==> src/rtl/cpu_controller.sv <==
`default_nettype none
// ============================================================================
// Module      : cpu_controller
// Description : Control unit ahead of the datapath. Holds the PC and IR,
//               fetches 16-bit instructions from a registered instruction
//               ROM and decodes them through a Moore FSM that drives every
//               datapath control line.
//               Optional build macro CTRL_ILLEGAL_HALT_EN: when defined, an
//               illegal opcode halts the controller instead of acting as NOOP.
// Revision    : 1.0 - initial release
// ============================================================================
module cpu_controller #(
  parameter int PC_W = 7,
  parameter int IR_W = 16
) (
  input  logic              Clock,
  input  logic              Resetn,
  input  logic [IR_W-1:0]   IM_Data,
  output logic [PC_W-1:0]   IM_Addr,
  output logic [7:0]        D_Addr,
  output logic              D_Wr,
  output logic              RF_s,
  output logic [3:0]        RF_W_Addr,
  output logic              RF_W_en,
  output logic [3:0]        RF_Ra_Addr,
  output logic [3:0]        RF_Rb_Addr,
  output logic [2:0]        ALU_s0,
  output logic [PC_W-1:0]   PC_out,
  output logic [IR_W-1:0]   IR_out,
  output logic [3:0]        State_out,
  output logic              Halted
);

  typedef enum logic [3:0] {
    S_INIT   = 4'd0,
    S_FETCH  = 4'd1,
    S_DECODE = 4'd2,
    S_NOOP   = 4'd3,
    S_LOAD_A = 4'd4,
    S_LOAD_B = 4'd5,
    S_STORE  = 4'd6,
    S_ADD    = 4'd7,
    S_SUB    = 4'd8,
    S_HALT   = 4'd9
  } state_t;

  localparam logic [3:0] c_OP_NOOP  = 4'h0;
  localparam logic [3:0] c_OP_LOAD  = 4'h1;
  localparam logic [3:0] c_OP_STORE = 4'h2;
  localparam logic [3:0] c_OP_ADD   = 4'h3;
  localparam logic [3:0] c_OP_SUB   = 4'h4;
  localparam logic [3:0] c_OP_HALT  = 4'h5;

  localparam logic [2:0] c_ALU_PASS = 3'b000;
  localparam logic [2:0] c_ALU_ADD  = 3'b001;
  localparam logic [2:0] c_ALU_SUB  = 3'b010;

  state_t            r_state;
  state_t            w_next_state;
  logic [PC_W-1:0]   r_pc;
  logic [IR_W-1:0]   r_ir;
  logic [3:0]        w_op;

  assign w_op      = r_ir[15:12];
  assign IM_Addr   = r_pc;
  assign PC_out    = r_pc;
  assign IR_out    = r_ir;
  assign State_out = r_state;

  // State register; reset drops straight to INIT from any state.
  always_ff @(posedge Clock or negedge Resetn) begin
    if (!Resetn) begin
      r_state <= S_INIT;
    end else begin
      r_state <= w_next_state;
    end
  end

  // Latch the ROM word and advance the PC (wrapping) on the edge leaving FETCH.
  always_ff @(posedge Clock or negedge Resetn) begin
    if (!Resetn) begin
      r_pc <= '0;
      r_ir <= '0;
    end else if (r_state == S_FETCH) begin
      r_ir <= IM_Data;
      r_pc <= r_pc + 1'b1;
    end
  end

  // Next-state logic: fetch/decode loop, LOAD takes two execute cycles.
  always_comb begin
    w_next_state = r_state;
    case (r_state)
      S_INIT:   w_next_state = S_FETCH;
      S_FETCH:  w_next_state = S_DECODE;
      S_DECODE: begin
        case (w_op)
          c_OP_NOOP:  w_next_state = S_NOOP;
          c_OP_LOAD:  w_next_state = S_LOAD_A;
          c_OP_STORE: w_next_state = S_STORE;
          c_OP_ADD:   w_next_state = S_ADD;
          c_OP_SUB:   w_next_state = S_SUB;
          c_OP_HALT:  w_next_state = S_HALT;
`ifdef CTRL_ILLEGAL_HALT_EN
          default:    w_next_state = S_HALT;
`else
          default:    w_next_state = S_NOOP;
`endif
        endcase
      end
      S_NOOP:   w_next_state = S_FETCH;
      S_LOAD_A: w_next_state = S_LOAD_B;
      S_LOAD_B: w_next_state = S_FETCH;
      S_STORE:  w_next_state = S_FETCH;
      S_ADD:    w_next_state = S_FETCH;
      S_SUB:    w_next_state = S_FETCH;
      S_HALT:   w_next_state = S_HALT;
      default:  w_next_state = S_INIT;
    endcase
  end

  // Moore outputs from state and IR; unused address fields are held at zero.
  always_comb begin
    D_Addr     = 8'h00;
    D_Wr       = 1'b0;
    RF_s       = 1'b0;
    RF_W_Addr  = 4'h0;
    RF_W_en    = 1'b0;
    RF_Ra_Addr = 4'h0;
    RF_Rb_Addr = 4'h0;
    ALU_s0     = c_ALU_PASS;
    Halted     = 1'b0;
    case (r_state)
      S_LOAD_A: begin
        D_Addr = r_ir[11:4];
        RF_s   = 1'b1;
      end
      S_LOAD_B: begin
        D_Addr    = r_ir[11:4];
        RF_W_Addr = r_ir[3:0];
        RF_s      = 1'b1;
        RF_W_en   = 1'b1;
      end
      S_STORE: begin
        D_Addr     = r_ir[11:4];
        RF_Ra_Addr = r_ir[3:0];
        D_Wr       = 1'b1;
      end
      S_ADD: begin
        RF_Ra_Addr = r_ir[11:8];
        RF_Rb_Addr = r_ir[7:4];
        RF_W_Addr  = r_ir[3:0];
        ALU_s0     = c_ALU_ADD;
        RF_W_en    = 1'b1;
      end
      S_SUB: begin
        RF_Ra_Addr = r_ir[11:8];
        RF_Rb_Addr = r_ir[7:4];
        RF_W_Addr  = r_ir[3:0];
        ALU_s0     = c_ALU_SUB;
        RF_W_en    = 1'b1;
      end
      S_HALT:   Halted = 1'b1;
      default:  ;
    endcase
  end

endmodule
`default_nettype wire

==> config.mk <==
export PLATFORM = sky130hd
export DESIGN_NAME = cpu_controller
export DESIGN_NICKNAME = d
export VERILOG_FILES = /design/src/rtl/cpu_controller.sv
export SDC_FILE = /design/constraint.sdc
export NUM_CORES = 1
export LEC_CHECK = 0
export ABC_AREA = 1
export CAP_MARGIN = 20
export CELL_PAD_IN_SITES_DETAIL_PLACEMENT = 1
export CELL_PAD_IN_SITES_GLOBAL_PLACEMENT = 1
export CORE_ASPECT_RATIO = 0.9
export CORE_MARGIN = 8
export CORE_UTILIZATION = 28
export CTS_CLUSTER_SIZE = 20
export DETAILED_ROUTE_END_ITERATION = 8
export GPL_ROUTABILITY_DRIVEN = 0
export GPL_TIMING_DRIVEN = 0
export PLACE_DENSITY = 0.95
export SYNTH_ARGS = -nofsm -noshare
export SYNTH_HDL_FRONTEND = slang
export SYNTH_SLANG_ARGS = --single-unit
==> constraint.sdc <==
create_clock -name Clock -period 2.7 [get_ports Clock]
set_input_delay 0.81 -clock Clock [delete_from_list [all_inputs] [get_ports Clock]]
set_output_delay 0.81 -clock Clock [all_outputs]
set_load 0.005 [all_outputs]
==> impl.org <==
** Worst hold path
- End of the worst hold path :: IR_out[1]$_DFFE_PN0N_
- Counting instances, the worst hold path has a depth of 2.
- In this run the most critical hold path is launched from IR_out[1]$_DFFE_PN0N_.
- The path class of the tightest hold or removal check is register to register.

** Power and ir drop
- After layout, the design draws a total of 2.574 mW.
- Leak Pwr :: 1.227 nW
- Power spread over the standard cell area amounts to 1031 nW/um^2.
- IR analysis of the VDD net gives a maximum drop of 0.4866 mV.

** Route
- Detail Route Antenna Nets :: 0
- The pre-antenna-repair detailed-routing pass consisted of 3 iterations.
- After the first detailed-routing iteration, the DRC count stood at 19.
- Drc violations :: 0
- In the final routed layout, each cell accounts on average for 15.23 um.
- Routed wire length :: 5.361 mm
- The final route contains 1571 vias.
- Avg Vias per Cell :: 4.463

** Clock tree
- Buffers inserted during clock tree synthesis total 3.
- The cell sitting at the root of the clock tree is a sky130_fd_sc_hd__clkbuf_8.
- Maximum level of the CTS H-tree :: 1
- The clock passes through at most 2 buffers.
- Clock-pin slew of the registers on the worst-case setup and hold paths :: 0.09 ns
- The tree built by TritonCTS fans out to 27 sinks.
- Hold buffer count at cts :: 0
- TritonCTS built the clock tree.
- Skew-Pair Late Insertion Delay :: 0.27 ns

** Worst setup path
- STA classifies the critical path endpoint as a primary output.
- The endpoint identified for the worst register-to-register timing path is IR_out[9]$_DFFE_PN0N_.
- Critical path, cell by cell :: inv_2 -> nor2_4 -> buf_4 -> o21ai_2 -> nor2_1 -> clkdlybuf4s50_1
- STA puts the critical path data arrival time at 1.83 ns.
- Total stage count of the critical path :: 6
- CP Class :: register to primary output
- Largest stage delay on the critical path :: 0.52 ns
- Maximum net fanout on the critical path :: 8
- On the critical path, the stage with the largest delay is an instance of sky130_fd_sc_hd__clkdlybuf4s50_1.
- In this run the critical register-to-register path is launched from State_out[1]$_DFF_PN0_.
- Data required time of the critical path :: 1.89 ns
- Worst path buffer plus inverter count :: 3
- The kind of cell with the highest combined delay along the critical path is buffers and inverters.
- Reg-to-reg setup timing slack :: 1.23 ns
- Worst setup SP type :: register
- Number of cells traversed by the worst register-to-register path :: 7

** Die
- Core area :: 5161 um^2
- In this run the core area contains 25 standard-cell rows.
- Vertical extent of the die :: 84.74 um
- Num ports :: 79
- The floorplan step set the die width to 92.38 um.
- For this configuration, the core starts out at a cell density of 0.2848.
- Die area :: 7828 um^2

** STA
- Worst max-slew margin expressed relative to the limit :: 0.4638
- Setup repair after global routing could not meet its margin everywhere.
- Slew @ Worst Pin :: 0.8018 ns
- Count of pins over their slew limit :: 0
- For the final routed database, the setup TNS stands at 0 ns.
- Final worst path period share :: 0.9790
- Final Hold Violating Endpoints :: 0
- Minimum period implied by the final worst setup slack :: 2.643 ns
- Static timing analysis puts the maximum clock frequency at 378.3 MHz.
- Setup-failing EPs final :: 0
- Layout Skew :: 0.001076 ns

** Final layout
- In the layout the commonest cells are sky130_fd_sc_hd__clkdlybuf4s50_1 (72), sky130_fd_sc_hd__nand2_1 (71), sky130_fd_sc_hd__dfrtp_1 (24), sky130_fd_sc_hd__inv_1 (19), sky130_fd_sc_hd__buf_4 (16).
- The net count of the finished layout is 305.
- In the final layout, the multi-input gates occupy 645.6 um^2.
- Sequential cell area :: 679.4 um^2
- Antenna Diode Count :: 0
- The library cell used most frequently in the layout, excluding fill and tap cells, is sky130_fd_sc_hd__clkdlybuf4s50_1.
- Of the cells placed in the final design, the portion with a size suffix greater than 1 is 0.1474.
- The layout has 630 filler cells.
- Relative to the synthesized area, the layout overhead comes to 69.87%.

** Placed design
- Half-perimeter wire length of the detailed placement result :: 4.245 mm
- Port bufs :: 77

** Job
- Maxcap violations :: 0

** Status
- Outcome :: finished clean

** Yosys
- The mapped netlist covers 1470 um^2.
- Synthesis instantiated 22 different standard cells from the library.
- The synthesized design contains 27 register bits.
- Dividing the synthesized area by the synthesized cell count gives 7.539 um^2.
- During synthesis, Yosys emitted a total of 0 warnings.
- Of the synthesized area, sequential elements account for 0.4596.
- Gate Count Post-Synth :: 195
- The number of nets in the synthesized netlist is 214.

** Global route
- First-pass GRT wire length :: 8.631 mm
- The number of global-route vias before repair was 1701.
- Maximum number of pins on one net before global-route repair :: 19
- For this run, global-route usage on met2 was measured as 0.2487.
- Across every metal layer, demand over resource in global routing totals 0.1364.
- GR met3 Demand/Resource :: 0.03743
- Global-route track usage on met1 :: 0.1549
- Overflow after GRT :: 0
- Most heavily used metal layer in global routing :: met2
- The initial antenna violation count is 0.
-- report_power, final --
part	switching, mW	total, mW	internal, mW
logic	0.735	1.55	0.819
clock network	0.123	0.228	0.106
registers	0.195	0.792	0.597
total	1.05	2.57	1.52
-- worst min-delay path: stages, from the launching register on --
cell and delay (ns):
sky130_fd_sc_hd__dfrtp_1 0.38, sky130_fd_sc_hd__nand2_1 0.06, sky130_fd_sc_hd__nand2_1 0.05
-- routing by layer --
layer / up-vias / part of all wire
li1: 772 / -
met1: 755 / 0.43
met2: 40 / 0.52
met3: 4 / 0.044
met4: 0 / 0.0086
met5: - / 0
-- cell type report --
cell class | count | share of cell area
Timing Repair Buffer | 86 | 0.3407
Sequential cell | 27 | 0.2720
Multi-Input combinational cell | 133 | 0.2585
Buffer | 13 | 0.04409
Tap cell | 67 | 0.03357
Inverter | 22 | 0.03307
Clock buffer | 4 | 0.01804
-- what timing repair did --
item                                    in CTS  in global routing
endpoints found under the setup margin      20                 12
endpoints found under the hold margin        0                  0
gates resized for setup                     10                 13
pin swaps                                    0                  3
buffers inserted                             4                  4
-- how the worst max path moves through the flow --
stage / end / slack [ns] / startpoint
5_1_grt: D_Addr[2] / -0.05 / State_out[2]$_DFF_PN0_
3_3_place_gp: RF_Ra_Addr[0] / 0.22 / State_out[3]$_DFF_PN0_
2_1_floorplan: RF_W_Addr[0] / 0.85 / State_out[0]$_DFF_PN0_
3_5_place_dp: RF_Ra_Addr[2] / 0.16 / State_out[3]$_DFF_PN0_
6_report: D_Addr[2] / 0.06 / State_out[2]$_DFF_PN0_
4_1_cts: RF_Ra_Addr[2] / 0.003 / State_out[3]$_DFF_PN0_
-- cell usage after synthesis, drive strengths merged --
master,instances,share of area
a21boi,4,0.020
a21oi,4,0.014
buf,13,0.071
conb,1,0.0026
dfrtp,27,0.46
ha,1,0.0085
inv,22,0.056
nand2,74,0.19
nand3,9,0.031
nand3b,1,0.0051
nand4,2,0.0085
nor2,17,0.055
nor3,1,0.0034
o21ai,15,0.051
xnor2,2,0.012
xor2,2,0.012
-- kinds of logic (layout without fill, tap and decap cells) --
logic type               after synthesis  after routing  synth area share
AO/OA/AOI/OAI                         23             23           0.08511
XOR/XNOR                               4              4           0.02383
adder cells (fa/ha/maj)                1              1          0.008509
buffers and inverters                 35            125            0.1268
flip-flops                            27             27            0.4596
other                                  1              1          0.002551
AND/OR/NAND/NOR                      104            104            0.2936
-- registers in the layout (all words and copies together), names as in the netlist --
register   count
IM_Addr        7
IR_out        16
State_out      4
-- metrics by stage --
| stage | hold slack [ns] | util | area (um^2) | instances | worst slack, ns |
|---|---|---|---|---|---|
| 6_report | 0.5222 | 0.4839 | 2497 | 352 | 0.05680 |
| 5_1_grt | 0.5647 | 0.4839 | 2497 | 352 | -0.04899 |
| 4_1_cts | 0.5297 | 0.4713 | 2432 | 348 | 0.003204 |
| 3_5_place_dp | 0.5067 | 0.4526 | 2336 | 340 | 0.1560 |
| 3_3_place_gp | 0.5023 | 0.4504 | 2325 | 339 | 0.2177 |
| 2_1_floorplan | 0.5012 | - | 1470 | 195 | 0.8511 |
Note: power is estimated with default switching activity, not from simulation.
